$ cat config.mk
export PLATFORM = sky130hd
export DESIGN_NAME = audio_addr_seq
export DESIGN_NICKNAME = d
export VERILOG_FILES = /design/src/rtl/audio_addr_seq.sv
export SDC_FILE = /design/constraint.sdc
export NUM_CORES = 1
export LEC_CHECK = 0
export ABC_AREA = 0
export CORE_ASPECT_RATIO = 2
export CORE_MARGIN = 8
export CORE_UTILIZATION = 67
export DETAILED_ROUTE_END_ITERATION = 6
export DONT_BUFFER_PORTS = 1
export PLACE_DENSITY_LB_ADDON = 0.12
export RECOVER_POWER = 50
export SYNTH_ARGS = -nofsm -noshare
export SYNTH_HDL_FRONTEND = slang
export SYNTH_SLANG_ARGS = --single-unit
$ cat constraint.sdc
create_clock -name clk -period 3.5 [get_ports clk]
set_input_delay 0.7 -clock clk [delete_from_list [all_inputs] [get_ports clk]]
set_output_delay 0.7 -clock clk [all_outputs]
set_load 0.05 [all_outputs]
$ cat src/rtl/audio_addr_seq.sv
// Multi-channel sample-address sequencer: each channel walks start..end on tick, one-shot or looping.
// Optional AUDIO_SEQ_PINGPONG_EN: loop-mode channels bounce between start and end instead of jumping back.
module audio_addr_seq #(
    parameter int unsigned CHANNELS = 4,
    parameter int unsigned ADDR_W   = 8
) (
    input  logic                         clk,
    input  logic                         resetN,
    input  logic                         tick,
    input  logic                         hold,
    input  logic [CHANNELS-1:0]          start,
    input  logic [CHANNELS-1:0]          stop,
    input  logic [CHANNELS-1:0]          loop,
    input  logic [CHANNELS*ADDR_W-1:0]   start_addr,
    input  logic [CHANNELS*ADDR_W-1:0]   end_addr,
    output logic [CHANNELS*ADDR_W-1:0]   addr,
    output logic [CHANNELS-1:0]          active,
    output logic [CHANNELS-1:0]          done
);

    typedef enum logic {
        IDLE = 1'b0,
        RUN  = 1'b1
    } state_t;

    for (genvar g = 0; g < int'(CHANNELS); g++) begin : g_ch
        state_t              state_q;
        logic [ADDR_W-1:0]   addr_q;
        logic [ADDR_W-1:0]   st_q;
        logic [ADDR_W-1:0]   end_q;
        logic                loop_q;
        logic                done_q;
        logic                step_c;
`ifdef AUDIO_SEQ_PINGPONG_EN
        localparam logic DIR_UP = 1'b0;
        localparam logic DIR_DN = 1'b1;
        logic                dir_q;
`endif

        assign step_c = (state_q == RUN) && tick && !hold;

        // Start overrides stop and any final tick, so a restart never emits done.
        always_ff @(posedge clk or negedge resetN) begin
            if (!resetN) begin
                state_q <= IDLE;
                addr_q  <= '0;
                st_q    <= '0;
                end_q   <= '0;
                loop_q  <= 1'b0;
                done_q  <= 1'b0;
`ifdef AUDIO_SEQ_PINGPONG_EN
                dir_q   <= DIR_UP;
`endif
            end else begin
                done_q <= 1'b0;
                if (start[g]) begin
                    state_q <= RUN;
                    addr_q  <= start_addr[g*ADDR_W +: ADDR_W];
                    st_q    <= start_addr[g*ADDR_W +: ADDR_W];
                    end_q   <= end_addr[g*ADDR_W +: ADDR_W];
                    loop_q  <= loop[g];
`ifdef AUDIO_SEQ_PINGPONG_EN
                    dir_q   <= DIR_UP;
`endif
                end else if (state_q == RUN && stop[g]) begin
                    state_q <= IDLE;
                end else if (step_c) begin
`ifdef AUDIO_SEQ_PINGPONG_EN
                    if (loop_q) begin
                        if (dir_q == DIR_UP) begin
                            if (addr_q != end_q) begin
                                addr_q <= addr_q + ADDR_W'(1);
                            end else if (st_q != end_q) begin
                                dir_q  <= DIR_DN;
                                addr_q <= addr_q - ADDR_W'(1);
                            end
                        end else begin
                            if (addr_q != st_q) begin
                                addr_q <= addr_q - ADDR_W'(1);
                            end else begin
                                dir_q  <= DIR_UP;
                                addr_q <= addr_q + ADDR_W'(1);
                            end
                        end
                    end else
`endif
                    if (addr_q != end_q) begin
                        addr_q <= addr_q + ADDR_W'(1);
                    end else if (loop_q) begin
                        addr_q <= st_q;
                    end else begin
                        state_q <= IDLE;
                        done_q  <= 1'b1;
                    end
                end
            end
        end

        assign addr[g*ADDR_W +: ADDR_W] = addr_q;
        assign active[g]                = (state_q == RUN);
        assign done[g]                  = done_q;
    end

endmodule
==> results of run 1 <==
==> final cells by class <==
| class | instances | share of cell area [%] |
|---|---|---|
| multi-input combinational | 393 | 44.5 |
| sequential | 108 | 44.0 |
| clock buffer | 10 | 3.89 |
| tap | 100 | 2.04 |
| clock inverter | 6 | 1.94 |
| inverter | 31 | 1.90 |
| timing repair buffer | 14 | 1.71 |
==> sequential cells by signal (all words and copies together), names as in the netlist <==
name / cells
g_ch.end_q: 32
g_ch.st_q: 32
g_ch.done_q: 4
g_ch.state_q: 4
g_ch.addr_q: 32
g_ch.loop_q: 4
==> worst max-delay path by stage <==
stage / slack, ps / start / to / depth (start not counted)
final: 1030 / g_ch[0].addr_q[4] / g_ch[0].addr_q[1] / 5
after global routing: 890 / g_ch[0].addr_q[4] / g_ch[0].addr_q[1] / 5
after CTS: 1040 / g_ch[0].addr_q[4] / g_ch[0].addr_q[1] / 5
after detailed placement: 1060 / hold / g_ch[3].addr_q[5] / 5
after global placement: 1160 / hold / g_ch[3].addr_q[5] / 5
after floorplan: 1380 / g_ch[3].addr_q[2] / g_ch[3].addr_q[5] / 7
==> cell families (layout without fill, tap and decap cells) <==
| kind of cell | Yosys count | after routing | synth area share [%] |
|---|---|---|---|
| xor+xnor | 53 | 53 | 8.18 |
| fa+ha+maj | 4 | 4 | 0.868 |
| compound gates | 113 | 113 | 13.8 |
| simple gates | 177 | 177 | 15.6 |
| buf+inv | 69 | 61 | 5.75 |
| mux | 46 | 46 | 8.94 |
| flops | 108 | 108 | 46.9 |
==> metal layers <==
metal	vias to the layer above	wire, um	part of all wire, %
met4	0	206	1.6
met5	-	0	0
met1	1980	5150	40
met3	15	1090	8.5
met2	140	6450	50
li1	1972	-	-
==> report_power, final <==
group | total [W] | switching, W | internal (W) | leakage (nW)
registers | 0.00164 | 0.000267 | 0.00137 | 1.29
logic | 0.000594 | 0.000331 | 0.000264 | 1.16
clock network | 0.00118 | 0.000456 | 0.000728 | 0.175
total | 0.00342 | 0.00105 | 0.00236 | 2.63
==> critical path: cells and delay by family, from the launching register on <==
family           cells  cell delay [ps]
flip-flops           1              760
AND/OR/NAND/NOR      2              920
AO/OA/AOI/OAI        1              270
multiplexers         1              180
XOR/XNOR             1              200
==> placed cells by master, fill, tap and decap left out, types with 2 or more instances in the layout <==
master,synthesis,routed
a211o_1,5,5
a211oi_1,3,3
a21o_1,14,14
a21oi_1,8,8
a221o_1,2,2
a311oi_1,2,2
a31oi_1,19,19
a31oi_4,2,2
and2_1,5,5
and4_1,6,6
buf_4,11,14
bufinv_16,0,3
clkbuf_16,0,9
dfrtp_1,108,108
ha_1,4,4
inv_1,30,30
mux2_2,36,36
mux2_4,2,2
mux2i_1,8,8
nand2_1,58,58
nand2b_1,5,5
nand3_1,20,20
nand4_1,10,10
nor2_1,19,19
nor2b_1,11,11
nor3_1,27,27
nor4_1,3,3
o2111ai_1,4,4
o21a_1,2,2
o21ai_0,30,30
o221ai_1,2,2
o22ai_1,2,2
o311ai_0,4,4
o31ai_1,7,7
or2_0,2,2
or2_2,4,4
xnor2_1,35,35
xor2_1,17,17
==> through the flow <==
stage / power (W) / cells / util, % / hold WS, ps
floorplan: 0.00215 / 570 / - / 404
global placement: 0.00224 / 646 / 68.3 / 407
detailed placement: 0.00225 / 646 / 68.3 / 407
CTS: 0.00345 / 662 / 72.5 / 27.6
global route: 0.00356 / 662 / 72.5 / 24.6
finish: 0.00342 / 662 / 72.5 / 47.9
==> impl_metrics.toml, run 1 <==
[synth]
synth.lib_cells_used.distinct = 56
synth.yosys.seq_area_share_pct = 46.9
number_of_enable_type_register_cells_in_the_synthesized_netlist = 0
async_reset_ff_share_pct = 100
post-synth-top-area-fraction_pct = 46.9
cell_count_after_synthesis = 570
postSynthNetCount = 654
post_synth_instance_area_sq_um = 5770
synthMostInstantiatedCell = "dfrtp_1"
synth_top_cell_by_area = "dfrtp_1"
yosys_most_used_dff = "dfrtp_1"
synth_common_cells = "108 x dfrtp_1, 58 x nand2_1, 36 x mux2_2"
synth-seq-cells = 108
synth_area_leaders = "dfrtp_1 47%, mux2_2 7.0%, xnor2_1 5.3%"
yosysWarningCount = 0
avgSynthCellArea_sq_um = 10.1

[die]
initial_utilization_pct = 68.1
floorplan.core_area_sq_um = 8470
io_pins = 120
floorplan.die.width_um = 81.6
fp.dieArea_sq_um = 12000
core.rowCount = 48
die_h_um = 147

[setup_path]
critical_path.cell_chain = "xor2_1, nor4_4, a31oi_4, or2_0, mux2i_1"
timing.reg2reg.worst_path_depth = 5
capturing_element_type_of_the_critical_path = "register"
crit_path_max_incr_delay_ps = 760
crit-reg2reg-launch = "g_ch[0].addr_q[4]"
cp_max_fo = 11
critPathRequiredTime_ps = 3700
critical_path_arrival_ps = 2670
timing.reg2reg.setup_slack_ps = 1030
worst-setup-path-type = "reg -> reg"
worstSetupStartpointType = "register"
crit-reg2reg-capture = "g_ch[0].addr_q[1]"
cp_max_stage_cell = "dfrtp_1"

[timing]
hold_viol = 0
rsz0062_at_grt = "no"
setup_viol = 0
fmax_mhz = 405
post-route-period-util_pct = 70.6
timing_max_transition_violations_final = 0
final.setup.worst_slack_ps = 1030
tightest_slew_ps = 743
finalClockSkew_ps = 6.77
slew-limit-headroom_pct = 50.0
timing.final.crit_period_ps = 2470
finalSetupTns_ps = 0

[power]
p_per_area_nw_per_um2 = 557
static-leakage-power_nw = 2.63
power.ir.vdd_worst_v = 0.000448

[worst_hold_path]
min-delay-path-class = "in -> async"

[global_routing]
antenna_violations_before_repair = 0
grt_pass1_wl_um = 20400
grt.busiest_layer = "met2"
global_route.usage.met3_pct = 7.59
grt_max_degree = 109
grt_pass1_vias = 4060
use_met2_pct = 33.9
globalRouteOverflowTotal = 0
groute.usage.overall_pct = 21.7
grt_use_met1_pct = 26.8

[finish]
filler_cell_count = 606
seq_area_sq_um = 2700
multi_input_comb_area_sq_um = 2730
stdcell_area_sq_um = 6140
design.final.nets = 641
count_of_inserted_antenna_diode_cells = 0
area.growth.synth_to_final_pct = 6.47
drive_above_1_share_pct = 14.1

[route]
routed-via-count = 4107
postRouteWirelength_um = 12900
detail_route.iter0.violations = 260
number_of_detailed_routing_iterations_run_before_antenna_repair = 4
detail_route.wl_per_cell_um = 19.5
final_antenna_net_count = 0
drt_drc_violations_left = 0
drt-vias-per-instance = 6.20

[placed_design]
dp.final_hpwl_um = 9190
placement.setup.worst_slack_ps = 1060
io_buffers = 0
place_congestion = 0.876
placement.cell_area_sq_um = 5780

[cts]
post_cts_resized = 0
clock_latency_ps = 340
clk_path_buf_depth = 2
clock_pin_slew_of_the_registers_on_the_worst_case_setup_and_hold_paths_ps = 70
numCtsBuffers = 9
cts.repair_timing.setup_buffer_count = 0
cts-htree-levels = 3
cts_hold_buf = 0
clockRootBuffer = "clkbuf_16"
tritoncts = "done"
clkSinkCount = 108

[job]
max_cap_violations = 0

[status]
run_status = "finished, final reports clean"
(Power assumes the default switching activity.)
==> run 2: changes to the inputs <==
--- a/config.mk
+++ b/config.mk
@@ -8,7 +8,7 @@
 export ABC_AREA = 0
 export CORE_ASPECT_RATIO = 2
 export CORE_MARGIN = 8
-export CORE_UTILIZATION = 67
+export CORE_UTILIZATION = 64
 export DETAILED_ROUTE_END_ITERATION = 6
 export DONT_BUFFER_PORTS = 1
 export PLACE_DENSITY_LB_ADDON = 0.12
==> constraint.sdc (replaced) <==
create_clock -name clk -period 2.5 [get_ports clk]
set_input_delay 0.5 -clock clk [delete_from_list [all_inputs] [get_ports clk]]
set_output_delay 0.5 -clock clk [all_outputs]
set_load 0.05 [all_outputs]
==> run 2 against run 1 <==
  * The run now ends with negative hold slack left
  * Final area is 3.0% higher
  * Sequential share of layout area is 1.3 points lower
  * Critical path type unchanged
  * Combinational power is 100% higher
  * Core utilization is 1.4 points lower
  * Cell count is 4.5% higher
  * Routed wire length is 9.2% higher
  * Setup slack worse by 550 ps
  * Largest power group unchanged
  * Critical path depth stayed put
  * Flip-flop and latch count stayed put
  * Largest cell class unchanged
  * Maximum frequency is 23% higher
  * Via count is 6.6% higher
==> impl_metrics.toml, run 2 (synthesized netlist as in run 1, its figures left out) <==
[status]
run_status = "finished with violations"
failed_checks = "negative hold slack"

[cts]
cts.repair_timing.setup_buffer_count = 0
tritoncts = "done"
clock_latency_ps = 350
clockRootBuffer = "clkbuf_16"
post_cts_resized = 0
cts-htree-levels = 3
clkSinkCount = 108
clk_path_buf_depth = 2
numCtsBuffers = 9
clock_pin_slew_of_the_registers_on_the_worst_case_setup_and_hold_paths_ps = 70

[setup_path]
critical_path_arrival_ps = 2230
capturing_element_type_of_the_critical_path = "register"
cp_max_fo = 9
worst-setup-path-type = "reg -> reg"
critPathRequiredTime_ps = 2710
worstSetupStartpointType = "register"
timing.reg2reg.worst_path_depth = 5

[route]
final_antenna_net_count = 0
postRouteWirelength_um = 14100
detail_route.iter0.violations = 271
drt_drc_violations_left = 0
drt-vias-per-instance = 6.33
number_of_detailed_routing_iterations_run_before_antenna_repair = 5
routed-via-count = 4378
detail_route.wl_per_cell_um = 20.3

[power]
combPwrFrac_pct = 24.7
static-leakage-power_nw = 2.74
clock_power_share_pct = 32.4
p_per_area_nw_per_um2 = 759
netSwitchingPower_w = 0.00151
internal_power_w = 0.00328
netSwitchingFraction_pct = 31.6
share_of_power_burned_in_registers_pct = 42.8
power.ir.vdd_worst_v = 0.000686

[global_routing]
grt_pass1_vias = 4612
grt_pass1_wl_um = 22900
groute.usage.overall_pct = 22.6
grt_max_degree = 109
globalRouteOverflowTotal = 0
antenna_violations_before_repair = 1

[finish]
final_common_cell = "dfrtp_1"
drive_above_1_share_pct = 18.0
reg_top3 = "g_ch.addr_q: 32 flops, g_ch.end_q: 32 flops, g_ch.st_q: 32 flops"
stdcell_area_sq_um = 6320
most-common-layout-cells = "108 x dfrtp_1, 58 x nand2_1, 41 x buf_4"
area.growth.synth_to_final_pct = 9.64
design.final.nets = 668
filler_cell_count = 653

[placed_design]
placement.cell_area_sq_um = 5990
place_congestion = 0.912
io_buffers = 0
placement.setup.worst_slack_ps = 420
dp.final_hpwl_um = 10400

[timing]
hold_viol = 108
hold_ws_ps = -155
post-route-period-util_pct = 80.7
slew-limit-headroom_pct = 66.8
rsz0062_at_grt = "no"
fmax_mhz = 496
setup_viol = 0
finalSetupTns_ps = 0
finalClockSkew_ps = 6.02
tightest_slew_ps = 495
final.setup.worst_slack_ps = 483
timing.final.crit_period_ps = 2020
timing_max_transition_violations_final = 0

[die]
core.rowCount = 49
floorplan.die.width_um = 83.1
floorplan.core_area_sq_um = 8890
io_pins = 120
initial_utilization_pct = 64.9
die_h_um = 150
fp.dieArea_sq_um = 12500

[job]
max_cap_violations = 0

[worst_hold_path]
min-delay-path-class = "in -> async"
==> run 2: cell count changes in the layout (fill, tap and decap cells not counted), sizes merged <==
cell      previous run  this run
diode                0         1
bufinv               3         2
buf                 14        41
clkinvlp             0         1
==> run 2: critical path, stage by stage (launching register included) <==
cell and delay, ps:
dfrtp_1 390, xor2_1 190, nor4_4 520, a31oi_4 230, or2_0 370, mux2i_1 180
==> run 2: worst paths after layout <==
| kind | from | endpoint | slack (ps) |
|---|---|---|---|
| max reg2reg | g_ch[0].end_q[3] | g_ch[0].addr_q[1] | 480 |
| min in group clk | start[0] | g_ch[0].done_q | 230 |
| max in group asynchronous | resetN | g_ch[1].end_q[5] | 2500 |
| max | g_ch[0].end_q[3] | g_ch[0].addr_q[1] | 480 |
| min reg2reg | g_ch[2].st_q[1] | g_ch[2].st_q[1] | 480 |
| min | resetN | g_ch[3].addr_q[7] | -160 |
==> run 2: through the flow <==
| step | instances | util (%) | power, W |
|---|---|---|---|
| finish | 692 | 71.1 | 0.00480 |
| global route | 692 | 71.1 | 0.00500 |
| CTS | 691 | 71.1 | 0.00483 |
| detailed placement | 675 | 67.3 | 0.00326 |
| global placement | 675 | 67.3 | 0.00323 |
| floorplan | 570 | - | 0.00301 |
==> run 2: per-layer routing <==
layer	wire length [um]	track usage, %	up-vias
li1	-	-	2032
met1	5230	23.4	2161
met2	7610	41.4	152
met3	807	5.58	33
met4	429	10.5	0
met5	0	0	-
==> run 2: power by group through the flow <==
stage	Sequential, W	Combinational, W	Clock [W]
after floorplan	0.00236	0.000653	0
after CTS	0.00206	0.00119	0.00159
after global placement	0.00208	0.00115	0
after global routing	0.00208	0.00127	0.00165
after detailed placement	0.00209	0.00118	0
final	0.00206	0.00119	0.00155
==> run 2: layout make-up <==
type	instances	area (sq um)	area share (%)
repair buffers	41	308	4.87
flip-flops and latches	108	2700	42.8
clock inverters	6	93.8	1.48
well taps	102	128	2.02
clock buffers	10	239	3.78
multi-input cells	393	2730	43.2
inverters	31	116	1.84
diodes	1	2.50	0.0396
==> run 3: changes to the inputs <==
==> constraint.sdc (replaced) <==
create_clock -name clk -period 2 [get_ports clk]
set_input_delay 0.4 -clock clk [delete_from_list [all_inputs] [get_ports clk]]
set_output_delay 0.4 -clock clk [all_outputs]
set_load 0.05 [all_outputs]
==> run 3 against run 2 <==
  * The flow still finishes with violations (negative hold slack)
  * Cell count is 1.3% higher
  * Clock-buffer cell count down 1
  * Via count down 0.16%
  * Global-route usage shrank 0.58 points
==> impl_metrics.toml, run 3 (synthesized netlist as in run 1, its figures left out) <==
[timing]
tightest_slew_ps = 507
fmax_mhz = 534
setup_viol = 0
timing.final.crit_period_ps = 1870
finalClockSkew_ps = 7.80
rsz0062_at_grt = "no"
timing_max_transition_violations_final = 0
hold_viol = 108
slew-limit-headroom_pct = 66.1
hold_ws_ps = -262
finalSetupTns_ps = 0
post-route-period-util_pct = 93.7

[cts]
clkSinkCount = 108
cts.repair_timing.setup_buffer_count = 0
clockRootBuffer = "clkbuf_16"
clk_path_buf_depth = 2
clock_latency_ps = 350
clock_pin_slew_of_the_registers_on_the_worst_case_setup_and_hold_paths_ps = 70
tritoncts = "done"
cts-htree-levels = 3
numCtsBuffers = 9

[status]
failed_checks = "negative hold slack"
run_status = "finished with violations"

[setup_path]
crit-reg2reg-launch = "g_ch[1].end_q[3]"
critPathRequiredTime_ps = 2250
crit_path_max_incr_delay_ps = 400
critical_path_arrival_ps = 2130
worst-setup-path-type = "reg -> reg"
timing.reg2reg.setup_slack_ps = 130
cp_max_stage_cell = "and4_1"
timing.reg2reg.worst_path_depth = 6
cp_max_fo = 6
capturing_element_type_of_the_critical_path = "register"
cp_num_buf_inv = 1
cpLargestDelayFamily = "simple AND/OR/NAND/NOR gates"
worstSetupStartpointType = "register"
crit-reg2reg-capture = "g_ch[1].addr_q[6]"
critical_path.cell_chain = "xnor2_1, and4_1, a31oi_4, or2_1, buf_4, o221ai_1"

[route]
detail_route.iter0.violations = 262
drt-vias-per-instance = 6.24
final_antenna_net_count = 0
drt_drc_violations_left = 0
postRouteWirelength_um = 13400
detail_route.wl_per_cell_um = 19.2
number_of_detailed_routing_iterations_run_before_antenna_repair = 4
routed-via-count = 4371

[worst_hold_path]
min-delay-path-class = "in -> async"

[finish]
post-route-util_pct = 71.4
design.final.nets = 677
stdcell_area_sq_um = 6350
final_common_cell = "dfrtp_1"
drive_above_1_share_pct = 21.7
reg_top3 = "g_ch.addr_q: 32 flops, g_ch.end_q: 32 flops, g_ch.st_q: 32 flops"
most-common-layout-cells = "95 x dfrtp_1, 58 x nand2_1, 50 x buf_4"
area.growth.synth_to_final_pct = 10.1

[power]
power.ir.vdd_worst_v = 0.000638
static-leakage-power_nw = 2.75
p_per_area_nw_per_um2 = 896

[die]
io_pins = 120
initial_utilization_pct = 64.9
floorplan.core_area_sq_um = 8890
core.rowCount = 49
fp.dieArea_sq_um = 12500
floorplan.die.width_um = 83.1
die_h_um = 150

[placed_design]
placement.cell_area_sq_um = 6070
io_buffers = 0
place_congestion = 0.915
dp.final_hpwl_um = 10100

[global_routing]
grt_max_degree = 109
grt_pass1_wl_um = 22500
globalRouteOverflowTotal = 0
grt_pass1_vias = 4613
groute.usage.overall_pct = 22.0
antenna_violations_before_repair = 0

[job]
max_cap_violations = 0
==> run 3: changes by cell type in the layout (fill, tap and decap cells not counted), sizes merged <==
| cell | change |
|---|---|
| clkbuf | -1 |
| inv | -2 |
| buf | +9 |
| bufinv | -2 |
| clkinvlp | +1 |
| clkinv | +4 |
==> run 3: worst max-delay path by stage <==
| stage | to | depth (start not counted) | startpoint | slack, ps |
|---|---|---|---|---|
| 6_report | g_ch[1].addr_q[6] | 6 | g_ch[1].end_q[3] | 130 |
| 5_1_grt | g_ch[1].addr_q[6] | 6 | g_ch[1].end_q[0] | 20 |
| 4_1_cts | g_ch[1].addr_q[6] | 6 | g_ch[1].end_q[3] | 140 |
| 2_1_floorplan | g_ch[3].addr_q[5] | 6 | g_ch[3].addr_q[0] | -50 |
| 3_5_place_dp | g_ch[2].addr_q[4] | 6 | hold | 100 |
| 3_3_place_gp | g_ch[2].addr_q[3] | 6 | hold | 150 |
==> run 3: per-layer routing <==
layer  GRT usage [%]  wire length, um
met1            23.3             4960
met2            38.2             7100
met4            13.1              431
met3            5.80              939
met5               0                0
==> run 3: timing repair <==
item                                   in CTS  in global routing
endpoints found under the hold margin     108                108
setup endpoints to repair                   0                  2
gates resized for setup                     0                  1
==> run 3: where the power goes <==
part / switching (W) / internal (W)
registers: 0.000169 / 0.00242
clock network: 0.000784 / 0.000837
logic: 0.000915 / 0.000567
total: 0.00187 / 0.00382
==> run 3: metrics by stage <==
stage	instances	power, W	worst slack [ps]
CTS	700	0.00573	142
global placement	684	0.00406	148
global route	700	0.00594	18.9
finish	701	0.00569	127
floorplan	570	0.00377	-47.0
detailed placement	684	0.00410	99.8
==> run 3: area by class of cell <==
cell class	count	area [sq um]
clock buffers	9	225
multi-input cells	393	2740
clock inverters	7	43.8
repair buffers	50	375
inverters	31	116
flip-flops and latches	108	2720
fillers	682	2540
well taps	102	128
diodes	1	2.50
